## config.mk

```make
export PLATFORM = sky130hd
export DESIGN_NAME = set_point_counter
export DESIGN_NICKNAME = d
export VERILOG_FILES = /design/src/rtl/set_point_counter.sv
export SDC_FILE = /design/constraint.sdc
export NUM_CORES = 1
export LEC_CHECK = 0
export ABC_AREA = 1
export CAP_MARGIN = 30
export CORE_MARGIN = 2
export CORE_UTILIZATION = 55
export CTS_BUF_LIST = sky130_fd_sc_hd__clkbuf_16
export CTS_CLUSTER_DIAMETER = 60
export CTS_CLUSTER_SIZE = 28
export DETAILED_ROUTE_END_ITERATION = 7
export GPL_ROUTABILITY_DRIVEN = 0
export PLACE_DENSITY = 0.83
export SLEW_MARGIN = 20
export SYNTH_ARGS = -nofsm -noshare
export SYNTH_HDL_FRONTEND = slang
export SYNTH_SLANG_ARGS = --single-unit
```

## constraint.sdc

```tcl
create_clock -name clk_i -period 10.1 [get_ports clk_i]
set_clock_uncertainty 0.2 [all_clocks]
set_input_delay 1.515 -clock clk_i [delete_from_list [all_inputs] [get_ports clk_i]]
set_output_delay 1.515 -clock clk_i [all_outputs]
set_load 0.02 [all_outputs]
```

## src/rtl/set_point_counter.sv

```systemverilog
// Grid-scan counting engine for the SET datapath. Walks the 8x8 lattice one point per
// cycle and counts the points that satisfy the selected circle set expression.
//
// state | meaning
// IDLE  | waiting for start_i; candidate_o holds the last result
// SCAN  | evaluating lattice point p (x = p[2:0]+1, y = p[5:3]+1), one per cycle
// DONE  | one-cycle valid/done pulse with the final count
module set_point_counter (
  input  logic        clk_i,
  input  logic        rst_i,
  input  logic        start_i,
  input  logic [1:0]  mode_i,
  input  logic [23:0] central_i,
  input  logic [11:0] r_i,
  output logic        busy_o,
  output logic        valid_o,
  output logic        done_o,
  output logic [7:0]  candidate_o
);

  typedef enum logic [1:0] {
    IDLE = 2'd0,
    SCAN = 2'd1,
    DONE = 2'd2
  } state_t;

  state_t      state;
  logic [5:0]  p;
  logic [7:0]  count;
  logic [1:0]  mode_q;

  logic [3:0]  px;
  logic [3:0]  py;
  logic        in_a;
  logic        in_b;
  logic        in_c;
  logic        qualify;
  logic [7:0]  count_next;

  // Inclusive membership test: squares are 8 bits, their sum 9 bits, compared unsigned.
  function automatic logic in_circle(input logic [3:0] x, input logic [3:0] y,
                                     input logic [3:0] cx, input logic [3:0] cy,
                                     input logic [3:0] r);
    logic [3:0] dx;
    logic [3:0] dy;
    logic [7:0] sx;
    logic [7:0] sy;
    logic [7:0] r2;
    logic [8:0] sum;
    dx  = (x >= cx) ? (x - cx) : (cx - x);
    dy  = (y >= cy) ? (y - cy) : (cy - y);
    sx  = {4'b0000, dx} * {4'b0000, dx};
    sy  = {4'b0000, dy} * {4'b0000, dy};
    r2  = {4'b0000, r} * {4'b0000, r};
    sum = {1'b0, sx} + {1'b0, sy};
    return (sum <= {1'b0, r2});
  endfunction

  always_comb begin
    px   = {1'b0, p[2:0]} + 4'd1;
    py   = {1'b0, p[5:3]} + 4'd1;
    in_a = in_circle(px, py, central_i[23:20], central_i[19:16], r_i[11:8]);
    in_b = in_circle(px, py, central_i[15:12], central_i[11:8],  r_i[7:4]);
    in_c = in_circle(px, py, central_i[7:4],   central_i[3:0],   r_i[3:0]);
    qualify = 1'b0;
    case (mode_q)
      2'b00:   qualify = in_a;
      2'b01:   qualify = in_a & in_b;
      2'b10:   qualify = in_a ^ in_b;
      default: qualify = (in_a & in_b & ~in_c) | (in_a & ~in_b & in_c) | (~in_a & in_b & in_c);
    endcase
    count_next = count + {7'b0000000, qualify};
  end

  always_ff @(posedge clk_i) begin
    if (rst_i) begin
      state       <= IDLE;
      p           <= 6'd0;
      count       <= 8'd0;
      mode_q      <= 2'b00;
      busy_o      <= 1'b0;
      valid_o     <= 1'b0;
      done_o      <= 1'b0;
      candidate_o <= 8'd0;
    end else begin
      case (state)
        IDLE: begin
          valid_o <= 1'b0;
          done_o  <= 1'b0;
          if (start_i) begin
            state  <= SCAN;
            p      <= 6'd0;
            count  <= 8'd0;
            mode_q <= mode_i;
            busy_o <= 1'b1;
          end
        end
        SCAN: begin
          p     <= p + 6'd1;
          count <= count_next;
          if (p == 6'd63) begin
            state       <= DONE;
            busy_o      <= 1'b0;
            valid_o     <= 1'b1;
            done_o      <= 1'b1;
            candidate_o <= count_next;
          end
        end
        DONE: begin
          state   <= IDLE;
          valid_o <= 1'b0;
          done_o  <= 1'b0;
        end
        default: begin
          state   <= IDLE;
          busy_o  <= 1'b0;
          valid_o <= 1'b0;
          done_o  <= 1'b0;
        end
      endcase
    end
  end

endmodule

```

After elaboration in Yosys (flattened, before gate mapping)
Index checks and enable logic that the tools add are counted.
{"block": "totals", "output_inout_bits": 11, "mem_bits_ro": 0, "input_bits": 41, "latch_bits": 0, "mem_bits_rw": 0, "n_memories": 0, "word_cells": 91, "ff_bits": 28}
{"block": "classes", "n_shift": 0, "div": 0, "n_bitwise": 14, "eq_ne": 7, "addsub": 19, "n_mux": 17, "reduce_logical": 9, "order_cmp": 9, "mul": 9}
{"operator": "$mul 4x4->8", "count": 9}
{"operator": "$sub 4x4->4", "count": 12}
{"operator": "$add 8x8->9", "count": 3}
{"operator": "$le 9x8->1", "count": 3}
{"operator": "$ge 4x4->1", "count": 6}
{"operator": "$mux 4", "count": 6}
{"operator": "$pmux 8 s2", "count": 1}
{"operator": "$pmux 6 s2", "count": 1}
{"operator": "$add 3x1->4 const B", "count": 2}
{"operator": "$add 8x1->8", "count": 1}
{"operator": "$mux 8", "count": 1}
{"operator": "$reduce_and 2->1", "count": 4}
{"operator": "$add 6x1->6 const B", "count": 1}
{"operator": "$and 1x1->1", "count": 6}
{"operator": "$eq 6x6->1 const B", "count": 1}
{"operator": "$mux 6", "count": 1}
{"operator": "$pmux 1 s3", "count": 2}
{"operator": "$not 1->1", "count": 5}
{"operator": "$eq 2x1->1 const B", "count": 2}
{"operator": "$eq 2x2->1 const B", "count": 2}
{"operator": "$logic_not 2->1", "count": 2}
{"operator": "$mux 2", "count": 2}
{"operator": "$ne 2x2->1 const B", "count": 2}
{"operator": "$pmux 2 s2", "count": 1}
{"operator": "6 further kinds", "count": 8}

Longest topological paths before layout
{"block": "logic_depth", "depth_word": 14, "depth_mapped": 50, "mapped_depth_nobuf": 50}

Worst setup path before layout
Ideal clock, no wire load.
{"block": "synth_timing", "path_kind": "input-to-reg", "from": "input port central_i[12]", "to": "register count[6]", "setup_time_ns": 0.070, "setup_slack_ns": 1.709, "path_buffers": 0, "stages": 40, "arrival_time_ns": 8.121, "required_ns": 9.830, "path_cell_list": "ha_1 fa_1 inv_1 nand2_1 inv_1 nor2_1 o21ai_1 a21oi_1 or2_1 o21ai_1 inv_1 nor2_2 inv_1 fa_1 fa_1 fa_1 inv_1 fa_1 [4 not listed] xor2_1 ha_1 nand4_1 nor2_1 nand3b_1 a21boi_0 ha_1 o21ai_0 a21oi_1 nor2_1 ha_1 ha_1 nand2_1 nor2_1 nand3_1 xnor2_1 nand2_1 a21oi_1"}
{"block": "synth_via", "elab_chain_cells": 13, "word_cells_on_any_way": 20, "cone_classes": "add/sub (4); mul (1); order compare (2); mux (3); bitwise (10)"}
{"element": "start: declaration", "line_no": "13", "rtl": "input logic [23:0] central_i,"}
{"element": "$sub 4x4->4 or $ge 4x4->1 (tied branches)", "line_no": "50", "rtl": "dx = (x >= cx) ? (x - cx) : (cx - x);"}
{"element": "$mux 4 (*)", "line_no": "50"}
{"element": "$mul 4x4->8 (*)", "line_no": "52", "rtl": "sx = {4'b0000, dx} * {4'b0000, dx};"}
{"element": "$add 8x8->9 (*)", "line_no": "55", "rtl": "sum = {1'b0, sx} + {1'b0, sy};"}
{"element": "$le 9x8->1 (*)", "line_no": "56", "rtl": "return (sum <= {1'b0, r2});"}
{"element": "$not 1->1", "line_no": "70", "rtl": "default: qualify = (in_a & in_b & ~in_c) | (in_a & ~in_b & in_c) | (~in_a & in_b & in_c);"}
{"element": "$and 1x1->1 (2 in a row)", "line_no": "70"}
{"element": "$or 1x1->1 (2 in a row)", "line_no": "70"}
{"element": "$pmux 1 s3 (*)", "line_no": "66", "rtl": "case (mode_q)"}
{"element": "$add 8x1->8 (*)", "line_no": "72", "rtl": "count_next = count + {7'b0000000, qualify};"}
{"element": "$pmux 8 s2 (*)", "line_no": "86", "rtl": "case (state)"}
{"element": "end signal: assignment", "line_no": "100", "rtl": "count <= count_next;"}
{"element": "end: declaration", "line_no": "29", "rtl": "logic [7:0] count;"}
Mark *: on every way between the ends. The rest lies on a longest branch, timed or not.
A chain may end at the register's enable or synchronous reset.

Final worst setup path
Ends and elaborated chain as after synthesis.

==> out/qor.txt <==
status = finished clean
Tot GR Track Use = 0.2148
# fillers = 974
total CTS buffers = 3
dpl cell area = 6780 µm²
crit start category = input pin
final setup margin = 0.8708 ns
Die X = 109.6 µm
Synth area leader = ha_1
CTS resizes = 0
die area = 12,000 µm²
post-placement cell count = 1,040
max cap viols = 0
power per cell area = 283.7 nW/µm²
multiplexer share of the synthesized area = 0
final setup TNS = 0 ns
worst-path maximum fanout = 4
commonest non-fill, non-tap cell in the layout = inv_1
dpl ws = 0.5929 ns
Post-synth EDFFs = 0
die height = 109.6 µm
Tightest Pin Transition = 0.7652 ns
Final Slew Violations = 0
Static Leakage = 3.803 nW
synthesized net count = 1,074
Clock Sinks = 28
first-pass GRT wire length = 21.36 mm
Hold Buf Count CTS = 0
NetSw = 1.036 mW
Critical Path RT = 10.08 ns
arrival time of the worst setup path = 9.21 ns
Final setup viols = 0
Detail Route Antenna Nets = 0
nets = 1,123
DR iter-0 viols = 184
Final period util = 0.9138
xor/xnor share of the synthesized area = 0.06574
vias in the first global route = 5,267
sequential area share after synthesis = 0.09147
clock slew at reported path FFs = 0.06 ns
simple-gate share of the synthesized area = 0.1874
Int Pwr = 0.9098 mW
R2R depth = 42
maximum vdd drop = 0.2033 mV
relative slew slack = 0.4880
FP Rows = 38
Clock H-tree levels = 1
DRT Wirelength = 11.99 mm
largest net degree at the start of global routing = 16
Syn-to-layout area delta = 11.92%
synthesized-area fraction occupied by adder cells = 0.4189
Post-Layout Cell Count = 1,044
layout cells sized above 1 = 0.01770
slowest CP cell = fa_1
FF-to-FF End = count[6]
Post-synth top flop = dfxtp_1
num ports = 52
critical path's largest stage delay = 0.56 ns
DR vias/cell = 5.070
initial core utilization = 0.5653
Sequential Area = 560.5 µm²
Setup crit end = count[6]
Final HPWL DP = 10.63 mm
Pwr Total = 1.946 mW
Reg2Reg Setup Slack = 1.66 ns
Combinational Power Share = 0.895
Synth Area per Inst = 7.159 µm²
Clk pwr share = 0.045
crit end category = register
largest family of logic cells by synthesized area = adder cells
Ys Warns = 0
via count = 5,293
Core Box Area = 10,840 µm²
post-synthesis cell area = 6128 µm²
Fin. Hold Viols = 0
#FFs+latches synth = 28
port bufs = 51
final design utilization = 0.6327
DR WL/cell = 11.48 µm
commonest non-fill, non-tap cells in the layout = inv_1, nand2_1, ha_1
CTS tree = built
Compound-Gate Fraction of Synth Area = 0.1117
grt ovf = 0
Hold WC Path Type = reg -> reg
synth unique cells = 37
f_max = 0.1084 GHz
post-synth top area share = 0.2654
clk_lat worst skew = 0.26 ns
initial antenna violation count = 0
number of iterations in the first detailed-routing pass = 5
Post-CTS Repair Setup Buffers = 0
CTS Buffer Depth = 2
ant diodes = 0
fin crit period = 9.229 ns
Final Cell Area = 6859 µm²
drt drc = 0
share of synthesized flip-flops with an asynchronous set or reset = 0
Critical Path Source = central_i[12]
multi-input logic area = 4803 µm²
synthesized netlist cell count = 856
CP Class = in -> reg
Critical R2R Launch = p[0]
CTS Root Cell = clkbuf_16
Synth area leaders = ha_1, fa_1, inv_1, nand2_1, dfxtp_1
switch share = 0.5324
Seq pwr share = 0.060
RSZ-0062 raised after global routing = no
Worst Hold Slack = 0.2690 ns
## layer usage
layer | track usage | vias up | wire, µm
li1 | - | 2769 | -
met1 | 0.2631 | 2408 | 5459
met2 | 0.4096 | 103 | 5980
met3 | 0.01778 | 13 | 378
met4 | 0.04069 | 0 | 172
met5 | 0 | - | 0
## state kept, by name (all words and copies together) (netlist names)
name         flops
count            8
candidate_o      8
mode_q           2
p                6
busy_o           1
state            2
done_o           1
## synth_stat cells, types with 6 or more instances
cell type	instances
a21oi_1	53
dfxtp_1	28
fa_1	47
ha_1	130
inv_1	193
nand2_1	165
nand3_1	28
nor2_1	78
o21ai_0	34
o21bai_1	6
xnor2_1	14
xor2_1	32
## cells by family after synthesis
logic type / count (synthesis)
simple gates: 285
buf+inv: 201
fa+ha+maj: 177
compound gates: 119
xor+xnor: 46
flops: 28
## worst min-delay path by stage
stage	from	endpoint	cells after the start
after floorplan	count[7]	count[7]	2
after global routing	candidate_o[4]	candidate_o[4]	2
final	candidate_o[4]	candidate_o[4]	2
after CTS	candidate_o[4]	candidate_o[4]	2
after detailed placement	candidate_o[4]	candidate_o[4]	2
after global placement	candidate_o[5]	candidate_o[5]	2
## worst max-delay path, delay by kind of cell
kind	cells	cell delay, ns
AO/OA/AOI/OAI	7	0.94
buffers and inverters	6	0.84
adder cells (fa/ha/maj)	12	4.17
XOR/XNOR	2	0.34
AND/OR/NAND/NOR	14	1.39
## cell type report
cell class / instances / share of cell area
multi-input combinational: 627 / 0.7003
inverter: 194 / 0.1065
sequential: 28 / 0.08172
timing repair buffer: 51 / 0.07443
tap: 140 / 0.02554
clock buffer: 3 / 0.01094
clock inverter: 1 / 0.0005472
## power groups by stage
stage	combinational [mW]	sequential [mW]	clock, mW
after floorplan	1.40	0.119	0
final	1.74	0.117	0.0874
after detailed placement	1.77	0.119	0
after global routing	2.11	0.117	0.0959
after CTS	1.78	0.117	0.0886
after global placement	1.70	0.119	0
No activity file was read; power rests on OpenSTA's default activity.
